[src/rtl/pri_capture_pkg.sv]
// Shared types for the priority-code capture block: code width, active-low idle code,
// FIFO occupancy states and the active-low to true-binary conversion.
package pri_capture_pkg;

    localparam int CODE_W = 3;

    typedef logic [CODE_W-1:0] code_t;

    // Encoder output when no line is active (active-low zero).
    localparam code_t CODE_IDLE = 3'b111;

    typedef enum logic [1:0] {
        FIFO_EMPTY   = 2'd0,
        FIFO_PARTIAL = 2'd1,
        FIFO_FULL    = 2'd2
    } fifo_state_e;

    function automatic code_t to_binary(input code_t code);
        return ~code;
    endfunction

endpackage

[src/rtl/pri_capture_fifo.sv]
// Small capture FIFO: DEPTH entries of W bits, wrap-around pointers, separate occupancy count.
// A push into a full FIFO is accepted only when a pop frees a slot in the same cycle.
module pri_capture_fifo
    import pri_capture_pkg::*;
#(
    parameter int DEPTH = 4,
    parameter int W     = CODE_W,
    localparam int PTR_W = $clog2(DEPTH),
    localparam int CNT_W = PTR_W + 1
) (
    input  logic             clk,
    input  logic             rst_n,
    input  logic             push,
    input  logic             pop,
    input  logic [W-1:0]     wr_data,
    output logic [W-1:0]     rd_data,
    output logic [CNT_W-1:0] count,
    output logic             full,
    output logic             empty,
    output logic             dropped
);

    localparam logic [CNT_W-1:0] DEPTH_CNT = CNT_W'(DEPTH);

    logic [W-1:0]     mem_q [DEPTH];
    logic [PTR_W-1:0] wr_ptr_q, wr_ptr_d;
    logic [PTR_W-1:0] rd_ptr_q, rd_ptr_d;
    logic [CNT_W-1:0] count_q, count_d;
    fifo_state_e      state;
    logic             do_push;
    logic             do_pop;

    always_comb begin
        state = FIFO_PARTIAL;
        if (count_q == '0) begin
            state = FIFO_EMPTY;
        end else if (count_q == DEPTH_CNT) begin
            state = FIFO_FULL;
        end
    end

    assign empty   = (state == FIFO_EMPTY);
    assign full    = (state == FIFO_FULL);
    assign do_pop  = pop & ~empty;
    // A pop in the same cycle frees the slot the push lands in.
    assign do_push = push & (~full | do_pop);
    assign dropped = push & ~do_push;

    always_comb begin
        wr_ptr_d = wr_ptr_q;
        rd_ptr_d = rd_ptr_q;
        count_d  = count_q;
        if (do_push) begin
            wr_ptr_d = wr_ptr_q + PTR_W'(1);
        end
        if (do_pop) begin
            rd_ptr_d = rd_ptr_q + PTR_W'(1);
        end
        case ({do_push, do_pop})
            2'b10:   count_d = count_q + CNT_W'(1);
            2'b01:   count_d = count_q - CNT_W'(1);
            default: count_d = count_q;
        endcase
    end

    always_ff @(posedge clk or negedge rst_n) begin
        if (!rst_n) begin
            wr_ptr_q <= '0;
            rd_ptr_q <= '0;
            count_q  <= '0;
        end else begin
            wr_ptr_q <= wr_ptr_d;
            rd_ptr_q <= rd_ptr_d;
            count_q  <= count_d;
        end
    end

    // Storage carries no reset so it maps onto distributed/block RAM.
    always_ff @(posedge clk) begin
        if (do_push) begin
            mem_q[wr_ptr_q] <= wr_data;
        end
    end

    // Head is addressed by the registered read pointer; stale contents are masked when empty.
    assign rd_data = empty ? '0 : mem_q[rd_ptr_q];
    assign count   = count_q;

endmodule

[src/rtl/pri_code_capture.sv]
// Samples the 8-3 encoder's active-low code and request flag, turns each new highest-priority
// request into one FIFO entry (true binary) and presents it over valid/ready.
// Optional input synchroniser: define PRI_CAPTURE_SYNC_EN for SYNC_STAGES-deep sampling.
module pri_code_capture
    import pri_capture_pkg::*;
#(
    parameter int DEPTH       = 4,
    parameter int SYNC_STAGES = 2
) (
    input  logic                     iClk,
    input  logic                     iRst_n,
    input  logic [CODE_W-1:0]        iCode,
    input  logic                     iReq,
    output logic [CODE_W-1:0]        oData,
    output logic                     oValid,
    input  logic                     iReady,
    output logic [$clog2(DEPTH):0]   oCount,
    output logic                     oFull,
    output logic                     oOverflow,
    input  logic                     iClrOvf
);

`ifdef PRI_CAPTURE_SYNC_EN
    // Code and flag share one stage count so they stay aligned through the synchroniser.
    localparam int STAGES = SYNC_STAGES;
    if (SYNC_STAGES < 2) begin : g_bad_sync
        $error("SYNC_STAGES must be at least 2");
    end
`else
    localparam int STAGES = 1;
`endif

    if (DEPTH < 2 || (DEPTH & (DEPTH - 1)) != 0) begin : g_bad_depth
        $error("DEPTH must be a power of two of at least 2");
    end

    logic [STAGES-1:0] req_pipe_q;
    code_t             code_pipe_q [STAGES];

    genvar gi;
    generate
        for (gi = 0; gi < STAGES; gi++) begin : g_sample
            logic  req_d;
            code_t code_d;
            if (gi == 0) begin : g_in
                assign req_d  = iReq;
                assign code_d = iCode;
            end else begin : g_chain
                assign req_d  = req_pipe_q[gi-1];
                assign code_d = code_pipe_q[gi-1];
            end
            always_ff @(posedge iClk or negedge iRst_n) begin
                if (!iRst_n) begin
                    req_pipe_q[gi]  <= 1'b0;
                    code_pipe_q[gi] <= '0;
                end else begin
                    req_pipe_q[gi]  <= req_d;
                    code_pipe_q[gi] <= code_d;
                end
            end
        end
    endgenerate

    logic  s_req;
    code_t s_code;
    logic  prev_req_q, prev_req_d;
    code_t prev_code_q, prev_code_d;
    logic  ovf_q, ovf_d;
    logic  event_hit;
    logic  fifo_pop;
    logic  fifo_full;
    logic  fifo_empty;
    logic  fifo_dropped;

    assign s_req  = req_pipe_q[STAGES-1];
    assign s_code = code_pipe_q[STAGES-1];

    // New request, or the active highest-priority line changed while the request is held.
    always_comb begin
        prev_req_d  = s_req;
        prev_code_d = s_code;
        event_hit   = s_req & (~prev_req_q | (s_code != prev_code_q));
    end

    always_ff @(posedge iClk or negedge iRst_n) begin
        if (!iRst_n) begin
            prev_req_q  <= 1'b0;
            prev_code_q <= CODE_IDLE;
        end else begin
            prev_req_q  <= prev_req_d;
            prev_code_q <= prev_code_d;
        end
    end

    assign fifo_pop = oValid & iReady;

    pri_capture_fifo #(
        .DEPTH (DEPTH),
        .W     (CODE_W)
    ) u_fifo (
        .clk     (iClk),
        .rst_n   (iRst_n),
        .push    (event_hit),
        .pop     (fifo_pop),
        .wr_data (to_binary(s_code)),
        .rd_data (oData),
        .count   (oCount),
        .full    (fifo_full),
        .empty   (fifo_empty),
        .dropped (fifo_dropped)
    );

    // A drop in the same cycle as a clear keeps the flag set.
    always_comb begin
        ovf_d = ovf_q;
        if (fifo_dropped) begin
            ovf_d = 1'b1;
        end else if (iClrOvf) begin
            ovf_d = 1'b0;
        end
    end

    always_ff @(posedge iClk or negedge iRst_n) begin
        if (!iRst_n) begin
            ovf_q <= 1'b0;
        end else begin
            ovf_q <= ovf_d;
        end
    end

    assign oValid    = ~fifo_empty;
    assign oFull     = fifo_full;
    assign oOverflow = ovf_q;

endmodule

[config.mk]
export PLATFORM = sky130hd
export DESIGN_NAME = pri_code_capture
export DESIGN_NICKNAME = d
export VERILOG_FILES = /design/src/rtl/pri_capture_pkg.sv /design/src/rtl/pri_capture_fifo.sv /design/src/rtl/pri_code_capture.sv
export SDC_FILE = /design/constraint.sdc
export NUM_CORES = 1
export LEC_CHECK = 0
export CORE_MARGIN = 10
export CORE_UTILIZATION = 41
export DETAILED_ROUTE_END_ITERATION = 7
export SYNTH_ARGS = -nofsm -noshare
export SYNTH_HDL_FRONTEND = slang
export SYNTH_SLANG_ARGS = --single-unit
[constraint.sdc]
create_clock -name iClk -period 7.65 [get_ports iClk]
set_clock_uncertainty 0.2 [all_clocks]
set_input_delay 1.1475 -clock iClk [delete_from_list [all_inputs] [get_ports iClk]]
set_output_delay 1.1475 -clock iClk [all_outputs]
set_load 0.05 [all_outputs]
After elaboration in Yosys (flattened, before gate mapping)

Memories as Yosys holds them, arrays and structs flattened.
Cells that the tools add are included.

Divide/modulo/power cells: 0
Equal/unequal tests: 5
$lt $le $gt $ge: 0
Reductions and logical operators: 4
Shift operators: 0
Mux-type cells: 8
Add/subtract/negate cells: 4
Multiply operators: 0
Bitwise gates (word level): 12

Operator list:

| kind                  | number |
|---|---|
| $pmux W3 S2           | 1 |
| $and A1 B1 Y1         | 5 |
| $add A2 B1 Y2 const B | 2 |
| $eq A2 B2 Y1 const B  | 2 |
| $mux W1               | 4 |
| $mux W2               | 2 |
| $not A1 Y1            | 4 |
| $reduce_bool A2 Y1    | 2 |
| $add A3 B1 Y3 const B | 1 |
| $eq A3 B3 Y1 const B  | 1 |
| $logic_not A3 Y1      | 1 |
| $mux W3               | 1 |
| $ne A3 B3 Y1          | 1 |
| $not A3 Y3            | 1 |
| $sub A3 B1 Y3 const B | 1 |
| $eq A2 B1 Y1 const B  | 1 |
| $logic_not A2 Y1      | 1 |
| $or A1 B1 Y1          | 2 |

Logic and storage cells: 42
Memory bits (read-only): 0
Register bits after elaboration: 16
Latch bits: 0
Output and inout bits: 9
Bits in writable memories: 12
Memories: 1
Bits of input ports: 8

Memory list:

| memory       | depth | bits a word | rd ports | clocked after memory_dff | write ports | RTL line               | source |
|---|---|---|---|---|---|---|---|
| u_fifo.mem_q | 4     | 3           | 1        | 0                        | 1           | pri_capture_fifo.sv:25 | `logic [W-1:0] mem_q [DEPTH];` |

Logic depth before layout (Yosys ltp)

Depth in word-level cells: 12
Depth in mapped cells: 8
Depth with buffers taken out: 7

Cells and area by module

Synthesis repeated with hierarchy kept, for this count alone.

Cell total of the unflattened synthesis: 91
Area, all modules: 1296.2 µm²

Modules (own cells, without submodules):

| module           | sequential area each (µm²) | area each (µm²) | times used | cells an instance |
|---|---|---|---|---|
| pri_capture_fifo | 535.5                      | 996.0           | 1          | 70 |
| pri_code_capture | 229.0                      | 300.3           | 1          | 21 |

Worst setup path after synthesis

OpenSTA, ideal clock, no wires.

Kind: register -> output
Start: reg u_fifo.count_q[2] (netlist: u_fifo.count[2])
End: out oFull
Data required time: 6.303 ns
Stages on the path, launching flop included: 3
Setup slack: 4.250 ns
Buffers on the path: 1
Arrival time: 2.052 ns
Cells stage by stage: dfrtp_1 -> buf_2 -> nor3b_1

Cells in the longest elaborated chain, start to end: 4
Elaborated cells on any way between the ends: 5
Those cells by class: eq/ne (2); mux (2); reduce/logical (1)

Ends and longest elaborated chain:

| element                | RTL line               | source |
|---|---|---|
| start, declared        | pri_capture_fifo.sv:28 | `logic [CNT_W-1:0] count_q, count_d;` |
| start signal, assigned | pri_capture_fifo.sv:74 | `count_q <= count_d;` |
| $eq A3 B3 Y1           | pri_capture_fifo.sv:37 | `end else if (count_q == DEPTH_CNT) begin` |
| $mux W2                | pri_capture_fifo.sv:37 |  |
| $mux W2 *              | pri_capture_fifo.sv:35 | `if (count_q == '0) begin` |
| $eq A2 B2 Y1 *         | pri_capture_fifo.sv:43 | `assign full = (state == FIFO_FULL);` |
| end, declared          | pri_code_capture.sv:18 | `output logic oFull,` |

Mark *: on every way between the ends. The rest lies on a longest branch, timed or not.

Worst setup path in the final report

Start: reg u_fifo.rd_ptr_q[0]
End: out oData[1]

Cells in the longest elaborated chain, start to end: 2

Ends and longest elaborated chain:

| element                | RTL line               | source |
|---|---|---|
| start, declared        | pri_capture_fifo.sv:27 | `logic [PTR_W-1:0] rd_ptr_q, rd_ptr_d;` |
| start signal, assigned | pri_capture_fifo.sv:73 | `rd_ptr_q <= rd_ptr_d;` |
| $mem_v2 Z4 W3          | n/a                    |  |
| $mux W3                | pri_capture_fifo.sv:86 | `assign rd_data = empty ? '0 : mem_q[rd_ptr_q];` |
| end, declared          | pri_code_capture.sv:14 | `output logic [CODE_W-1:0] oData,` |

No other way between the ends.

==> metrics.txt <==
status=complete, no violations; deepest clock path buffer count=2; FFs w/ async S/R, synth=57.1%; crit-path max FO=5; CP peak stage delay=720 ps; RSZ-0062 raised after global routing=no; worst-margin pin slew=707 ps; pwr/cell area=382 nW/um^2; die height=76.6 um; Crit Reg-Reg Endpoint=u_fifo.count[2]; predominant post-synthesis flop cell=dfrtp_1; WL met3=81 um; layout cell share with drive strength beyond 1=14.3%; synth top area cells=edfxtp_1 (27%), dfrtp_1 (25%), dfstp_2 (6.0%), mux4_2 (5.2%), xnor2_1 (4.0%); EDFF count, synth=12; cell with the most instances after synthesis=dfrtp_1; Clk Latency, worst-skew pair=310 ps; Vias=749; worst vdd ir=0.112 mV; slowest CP cell=clkdlybuf4s50_1; Hold EP=prev_code_q[1]; Util after Layout=49.7%; Core Region=3050 um^2; Routed WL per cell=13.9 um; DRT antenna net count=0; CP delay by family, top=buffers and inverters; hold path start=code_pipe_q[1]; CP Data Arrival Time=2230 ps; width of the chip=76.6 um; DRC=0; post-CTS setup buffers=0; Critical R2R Launch=prev_code_q[0]; CP Capture Type=output pin; Die ar.=5860 um^2; Final HPWL DP=1650 um; Max-cap violations=0; vias in the first global route=813; CTS root buffer=clkbuf_4; Yosys top cell by area=edfxtp_1; clock sink total=28; # port buffers=16; Syn Area/Cell=13.5 um^2; Worst setup SP type=flop; M1 WL=1070 um; Fin Setup TNS=0 ps; Ports=17; area share of the largest cell type after synthesis=27.5%; P_leak=0.583 nW; Syn Std Cell Area=1310 um^2; crit path kind=flop to output pin; DR pass1 iterations=3; Site Rows=20; endpoints failing setup=0; WHS Path Cells=0; cells after synthesis=97; Slew headroom=52.7%; fmax=279 MHz; Reg2Reg Depth=8; synth cell count leaders=dfrtp_1 (13), edfxtp_1 (12), inv_1 (8); WL final=2170 um; cts hold-fix bufs=0; total of warnings raised by yosys=0; pin count of the biggest net entering global routing=17; net count reported at finish=126; Clock transition at path regs=140 ps; grt ovf=0; GPL Wtd Cong=0.664; CP cell instances=mux4_2 -> nor2b_1 -> clkdlybuf4s50_1; Final Max Slew Viols=0; CTS H-Tree Depth=1; DR vias/cell=4.80; Hold Crit Class=flop to flop; fin crit period=3580 ps; DR iter-0 viols=46; register area share after synthesis=58.3%; Initial Util=43.0%; global-route wire length before repair=3840 um; Area growth, synth to finish=15.7%; CP Depth=3; n_diodes=0; GRT Resource Usage Total=7.83%; Yosys reg bits=28; DR top layer=met4; Num CTS Buffers=3; Req. time, crit path=6300 ps; register-to-register setup slack=5260 ps; WL met2=1000 um; Buf/Inv on CP=1; post-synth cell types=36; Fillers=286; syn_nets=110; TritonCTS clock tree=yes; fin crit share=46.8%; initial antenna violation count=0; Final Hold Viols=0; CTS resizes=0
report_power, final:
group | switching [W] | internal, W
registers | 0.0000453 | 0.000192
clock network | 0.0000399 | 0.0000204
logic | 0.000167 | 0.000115
routing by layer:
metal | up-vias | track usage (%)
met1 | 355 | 10.1
li1 | 380 | -
met3 | 2 | 2.36
met4 | 0 | 2.79
met2 | 12 | 12.1
met5 | - | 0
worst max path at each step:
stage	from	endpoint	slack (ps)
6_report	u_fifo.rd_ptr_q[0]	oData[1]	4070
5_1_grt	u_fifo.rd_ptr_q[0]	oData[1]	3930
4_1_cts	u_fifo.rd_ptr_q[0]	oData[1]	4040
3_5_place_dp	iReady	u_fifo.count[1]	4350
3_3_place_gp	u_fifo.rd_ptr_q[0]	oData[0]	4420
2_1_floorplan	u_fifo.count[2]	oFull	4250
sequential cells by signal, indices dropped and copies added (netlist names):
name,flops
prev_req_q,1
prev_code_q,3
u_fifo.mem_q,12
u_fifo.count,3
code_pipe_q,3
oOverflow,1
prev_req_d,1
u_fifo.wr_ptr_q,2
u_fifo.rd_ptr_q,2
cells by family after synthesis:
group / after synthesis / synth area share (%)
simple gates: 30 / 14.3
flops: 28 / 58.3
compound gates: 8 / 5.63
buf+inv: 16 / 6.49
fa+ha+maj: 5 / 5.34
xor+xnor: 6 / 4.01
mux: 4 / 5.92
worst reg2reg max path, stage by stage, from the launching register on:
cell	delay, ps
dfstp_2	550
xnor2_1	90
a41oi_1	230
buf_4	230
nor2_1	70
fa_1	450
nor3_1	190
a211oi_1	80
a211oi_1	230
area by class of cell:
| class | count | area [um^2] | share of cell area, % |
|---|---|---|---|
| Inverter | 10 | 42.5 | 2.80 |
| Clock buffer | 4 | 26.3 | 1.73 |
| Sequential cell | 28 | 764 | 50.4 |
| Tap cell | 44 | 55.1 | 3.63 |
| Multi-Input combinational cell | 53 | 462 | 30.4 |
| Timing Repair Buffer | 17 | 168 | 11.0 |
metrics by stage:
step,cell area (um^2),hold slack [ps],instances,setup WS (ps),total power (W)
4_1_cts,1520,227,156,4040,0.000588
5_1_grt,1520,237,156,3930,0.000622
3_5_place_dp,1490,205,152,4350,0.000527
6_report,1520,225,156,4070,0.000580
2_1_floorplan,1310,193,97,4250,0.000449
3_3_place_gp,1490,205,152,4420,0.000521
cell usage in the layout (no fill, tap or decap), types with 2 or more instances in the layout:
master and instances:
dfstp_2 3, nor2_1 2, xnor2_1 6, ha_1 4, clkdlybuf4s50_1 16, a211oi_1 2
mux4_2 3, o21ai_1 2, nor3_1 3, and3_1 4, nor2b_1 3, nand4_1 2
edfxtp_1 12, nand3_1 3, inv_1 8, nand2_1 4, clkbuf_4 3, nor3b_1 2
dfrtp_1 13
Note: power is estimated with default switching activity, not from simulation.
